===== src/rtl/demixer_iq_if.sv =====
// Sample-in / IQ-out bundle of the fs/4 quadrature downconverter.
// Latency: n/a (signal bundle only).
// Backpressure: none; the source paces samples with din_valid and the sink takes every dout_valid pulse.
interface demixer_iq_if;
    logic signed [14:0] din;
    logic               din_valid;
    logic               phase_clr;
    logic signed [14:0] i_out;
    logic signed [14:0] q_out;
    logic               dout_valid;
    logic        [1:0]  lo_phase;

    // Sample source / result consumer side.
    modport master (
        output din, din_valid, phase_clr,
        input  i_out, q_out, dout_valid, lo_phase
    );

    // Downconverter side.
    modport slave (
        input  din, din_valid, phase_clr,
        output i_out, q_out, dout_valid, lo_phase
    );
endinterface


===== src/rtl/demixer_iq.sv =====
// fs/4 complex downconverter (x * e^(-j*pi*n/2)) with integrate-and-dump decimation by 2^DECIM_LOG2.
// Latency: i_out/q_out/dout_valid are registered on the edge that accepts the last sample of a block.
// Backpressure: none; din_valid gaps of any length simply stall the LO, counter and accumulators.
module demixer_iq #(
    parameter int DECIM_LOG2 = 4
) (
    input  logic         clock,
    input  logic         reset,
    demixer_iq_if.slave  bus
);
    // Accumulator holds 2^(DECIM_LOG2-1) terms of magnitude <= 2^14 per channel, plus sign.
    localparam int AW = 15 + DECIM_LOG2;
    localparam int SH = DECIM_LOG2 - 1;

    // Block length must be a multiple of the 4-phase LO and the accumulator must stay modest.
    if (DECIM_LOG2 < 2 || DECIM_LOG2 > 8) begin : g_param_check
        $error("demixer_iq: DECIM_LOG2 must be within 2..8");
    end

    logic        [1:0]            phase;
    logic        [DECIM_LOG2-1:0] cnt;
    logic signed [AW-1:0]         acc_i;
    logic signed [AW-1:0]         acc_q;
    logic signed [14:0]           i_out_r;
    logic signed [14:0]           q_out_r;
    logic                         dout_valid_r;

    logic                         accept;
    logic                         last;
    logic                         negate;
    logic                         to_q;
    logic signed [15:0]           x_pos;
    logic signed [15:0]           x_neg;
    logic signed [AW-1:0]         term;
    logic signed [AW-1:0]         acc_i_nxt;
    logic signed [AW-1:0]         acc_q_nxt;
    logic signed [14:0]           res_i;
    logic signed [14:0]           res_q;

    // LO rotation: phases 0/2 feed I, 1/3 feed Q; phases 1/2 subtract. Extending to
    // 16 bits before negating keeps -(-16384) exact.
    always_comb begin
        accept    = bus.din_valid && !bus.phase_clr;
        last      = accept && (cnt == {DECIM_LOG2{1'b1}});
        negate    = phase[0] ^ phase[1];
        to_q      = phase[0];
        x_pos     = {bus.din[14], bus.din};
        x_neg     = -x_pos;
        term      = AW'(negate ? x_neg : x_pos);
        acc_i_nxt = (accept && !to_q) ? acc_i + term : acc_i;
        acc_q_nxt = (accept &&  to_q) ? acc_q + term : acc_q;
        // Floor divide by the number of nonzero terms; the result always fits 15 bits.
        res_i     = 15'(acc_i_nxt >>> SH);
        res_q     = 15'(acc_q_nxt >>> SH);
    end

    // LO phase, sample counter, accumulators and registered block results.
    always_ff @(posedge clock) begin
        if (reset) begin
            phase        <= 2'd0;
            cnt          <= '0;
            acc_i        <= '0;
            acc_q        <= '0;
            i_out_r      <= '0;
            q_out_r      <= '0;
            dout_valid_r <= 1'b0;
        end else if (bus.phase_clr) begin
            // Partial block is dropped; results from the previous block stay visible.
            phase        <= 2'd0;
            cnt          <= '0;
            acc_i        <= '0;
            acc_q        <= '0;
            dout_valid_r <= 1'b0;
        end else begin
            dout_valid_r <= last;
            if (accept) begin
                phase <= phase + 2'd1;
                cnt   <= cnt + 1'b1;
                if (last) begin
                    // Last sample is folded in on the same edge that dumps the block.
                    i_out_r <= res_i;
                    q_out_r <= res_q;
                    acc_i   <= '0;
                    acc_q   <= '0;
                end else begin
                    acc_i <= acc_i_nxt;
                    acc_q <= acc_q_nxt;
                end
            end
        end
    end

    assign bus.i_out      = i_out_r;
    assign bus.q_out      = q_out_r;
    assign bus.dout_valid = dout_valid_r;
    assign bus.lo_phase   = phase;
endmodule


===== src/flat_wrapper.sv =====
// flat-port wrapper written by rule: the top's interface ports become plain ports
module demixer_iq_flat 
#(
    parameter int DECIM_LOG2 = 4
)
  (clock, reset, bus_din, bus_din_valid, bus_phase_clr, bus_i_out, bus_q_out, bus_dout_valid, bus_lo_phase);
  demixer_iq_if bus_i ();
  input  logic clock;
  input  logic reset;
  input wire logic [$bits(bus_i.din)-1:0] bus_din;
  input wire logic [$bits(bus_i.din_valid)-1:0] bus_din_valid;
  input wire logic [$bits(bus_i.phase_clr)-1:0] bus_phase_clr;
  output wire logic [$bits(bus_i.i_out)-1:0] bus_i_out;
  output wire logic [$bits(bus_i.q_out)-1:0] bus_q_out;
  output wire logic [$bits(bus_i.dout_valid)-1:0] bus_dout_valid;
  output wire logic [$bits(bus_i.lo_phase)-1:0] bus_lo_phase;
  assign bus_i.din = bus_din;
  assign bus_i.din_valid = bus_din_valid;
  assign bus_i.phase_clr = bus_phase_clr;
  assign bus_i_out = bus_i.i_out;
  assign bus_q_out = bus_i.q_out;
  assign bus_dout_valid = bus_i.dout_valid;
  assign bus_lo_phase = bus_i.lo_phase;
  demixer_iq #(.DECIM_LOG2(DECIM_LOG2)) u_core (.clock(clock), .reset(reset), .bus(bus_i));
endmodule

===== config.mk =====
export PLATFORM = sky130hd
export DESIGN_NAME = demixer_iq_flat
export DESIGN_NICKNAME = d
export VERILOG_FILES = /design/src/rtl/demixer_iq_if.sv /design/src/rtl/demixer_iq.sv /design/src/flat_wrapper.sv
export SDC_FILE = /design/constraint.sdc
export NUM_CORES = 1
export LEC_CHECK = 0
export CAP_MARGIN = 30
export CORE_MARGIN = 5
export CORE_UTILIZATION = 25
export CTS_CLUSTER_DIAMETER = 60
export DETAILED_ROUTE_END_ITERATION = 12
export SLEW_MARGIN = 20
export SYNTH_ARGS = -nofsm -noshare
export SYNTH_HDL_FRONTEND = slang
export SYNTH_SLANG_ARGS = --single-unit

===== constraint.sdc =====
create_clock -name clock -period 4.6 [get_ports clock]
set_input_delay 0.92 -clock clock [delete_from_list [all_inputs] [get_ports clock]]
set_output_delay 0.92 -clock clock [all_outputs]
set_load 0.02 [all_outputs]

==> flow_metrics.tcl <==
set metrics [dict create \
    status "completed" \
    path_cells "clkdlybuf4s50_1, or4_4, nor4_4, nor2_1, xnor2_1, buf_4, ha_1, nand3_1, o31ai_1, a211oi_1, buf_4, xnor2_1, nand2_1, a311oi_1" \
    clockBufferDepth 2 \
    synth_top_area_cell "dfxtp_1" \
    ys_ff_latch 73 \
    r2r-start "u_core.bus.lo_phase[0]" \
    dr.first_iter.drc_count 241 \
    worst_slack_ns 0.3584 \
    grt_start_max_net_pins 30 \
    routed_via_density 4.861 \
    cp-startpoint "bus_din[5]" \
    dieHeight_um 145.3 \
    r2r_end "u_core.bus.i_out[11]" \
    reg2reg_slack_ns 0.99 \
    die_w_um 145.3 \
    final.setup_skew_ns 0.003774 \
    peakVddDrop_uv 202.0 \
    firstDrtPassIters 4 \
    num_io_pins 52 \
    p_leak_nw 2.298 \
    synth-main-ff-cell "dfxtp_1" \
    num-nets-final 682 \
    p_total_w 0.001570 \
    detail_route.wl_per_cell_um 15.44 \
    place_area_um2 5470 \
    synthesis.nets 618 \
    hold_class "reg -> reg" \
    vias 4171 \
    grt_pass1_wl_um 21530 \
    synth_edf_count 0 \
    tns_ns 0 \
    drv_cap 0 \
    ant_nets 0 \
    ctsResizeCount 0 \
    routed_wl_um 13250 \
    fin_crit_sh 0.9221 \
    async_reset_ff_frac 0 \
    antenna_cells 0 \
    pre_cts_ws_ns 0.02633 \
    min_from "u_core.acc_q[0]" \
    hold_slack_ns 0.4647 \
    start_kind "input pin" \
    cts_tree "built" \
    area_delta_synth_final_pct 25.73 \
    synthTopCellsByArea "dfxtp_1, ha_1, a21oi_1" \
    period_needed_ns 4.242 \
    postCtsHoldBufs 0 \
    critPathTopFamily "simple AND/OR/NAND/NOR gates" \
    rows 49 \
    hold_depth 2 \
    synth_seq_area_share 0.3194 \
    ys_warn_count 0 \
    powerDensity_nw_per_um2 272.9 \
    worst_slew_margin_rel 0.5003 \
    cp_max_fo 5 \
    cts_made_buffers 9 \
    grt_pass1_vias 4225 \
    cts_max_level 3 \
    fin_area_um2 5753 \
    critPathBufInv 3 \
    ys_types 57 \
    critPathSlowestCell "or4_4" \
    cts_setup_buffers 0 \
    dp_hpwl_um 10060 \
    cpPeakStageDelay_ns 0.58 \
    dieArea_um2 21110 \
    drive_gt1_frac 0.08744 \
    grt_usage 0.1252 \
    setup_viol 0 \
    syn_area_um2 4576 \
    synth_cells 561 \
    port_buffers 51 \
    yosysTopAreaCellShare 0.3194 \
    endpoint_kind "flop" \
    finalHoldViolCount 0 \
    fmax_mhz 235.8 \
    clock-sinks 73 \
    ys_top_cells_by_count "dfxtp_1, nor2_1, a21oi_1" \
    drv_slew 0 \
    syn_area_per_cell_um2 8.156 \
    crit_arrival_ns 4.50 \
    grt_overflow 0 \
    initial_core_util 0.2547 \
    hold_path_end "u_core.acc_q[0]" \
    path_clk_slew_ns 0.06 \
    clk_latency_ns 0.35 \
    crit_required_ns 4.86 \
    cts-root-buf "clkbuf_16" \
    core-area_um2 17960 \
    antenna_found_initial 0 \
    r2r_cells 12 \
    fillCellCount 1872 \
    drc 0 \
    grt_setup_unrepaired "no" \
    path_class "in -> reg" \
    gp_congestion 0.9121 \
    worstMarginPinSlew_ns 0.7478 \
]
[worst register-to-register path: stages, from the launching register on]
cell       delay (ns)
dfxtp_1          0.49
xnor2_1          0.16
buf_4            0.24
mux2_2           0.43
fa_1             0.46
a21o_1           0.18
a21oi_1          0.22
o21bai_1         0.13
a21oi_1          0.26
nor4_1           0.11
a211oi_1         0.27
xor2_1           0.13
a2111oi_0        0.40
[how the worst max path moves through the flow]
| stage | endpoint | slack, ns | cells past startpoint |
|---|---|---|---|
| detailed placement | u_core.bus.i_out[11] | 0.03 | 13 |
| floorplan | u_core.bus.i_out[11] | 0.53 | 13 |
| global route | u_core.bus.q_out[12] | 0.06 | 16 |
| global placement | u_core.bus.i_out[11] | 0.07 | 13 |
| CTS | u_core.bus.i_out[11] | 0.36 | 13 |
| finish | u_core.bus.q_out[12] | 0.36 | 14 |
[cells in the final DEF, fill, tap and decap left out, drive strengths merged, types with 4 or more instances in the layout]
master         count
a211oi            16
a21o              12
a21oi             62
a221oi             4
a22o              11
a31oi              8
buf               28
clkbuf            13
clkdlybuf4s50     51
dfxtp             73
ha                36
inv               15
mux2i              4
nand2             50
nand3              9
nor2              73
nor2b              5
nor3              14
nor4               5
o21a               8
o21ai             32
o21bai             6
o31ai              5
xnor2             24
xor2              26
[layout make-up]
cell class                 instances  area, um2  area share
tap                              229      286.5     0.04980
multi-input combinational        447       2945      0.5120
timing repair buffer              79      720.7      0.1253
inverter                          15      56.30    0.009787
clock buffer                      13      270.3     0.04698
clock inverter                     2      12.51    0.002175
sequential                        73       1461      0.2540
[per-stage QoR]
step / instances / util
4_1_cts: 858 / 0.3203
2_1_floorplan: 561 / -
5_1_grt: 858 / 0.3203
3_3_place_gp: 843 / 0.3045
3_5_place_dp: 843 / 0.3045
6_report: 858 / 0.3203
[kinds of logic (layout without fill, tap and decap cells)]
logic type      count (synthesis)  in the layout  synth area share
fa+ha+maj                      38             38            0.1072
simple gates                  171            171            0.1665
flops                          73             73            0.3194
mux                             5              5           0.01121
xor+xnor                       50             50           0.09571
buf+inv                        41            109           0.03855
compound gates                183            183            0.2614
[power by group]
group,internal [W],switching (W)
combinational,0.000102,0.000145
sequential,0.000637,0.00000449
clock,0.000406,0.000275
[state kept, by name (all words and copies together) (netlist names)]
signal and flops:
u_core.bus.q_out 15, u_core.bus.i_out 15, u_core.acc_i 18, u_core.cnt 4
u_core.bus.dout_valid 1, u_core.bus.lo_phase 2, u_core.acc_q 18
[layer usage]
metal,track usage,part of all wire,up-vias
met3,0.03149,0.037,17
li1,-,-,2145
met5,0,0,-
met2,0.2226,0.50,59
met4,0.03918,0.019,0
met1,0.1478,0.45,1950
Power figures use the tool's default switching activity.
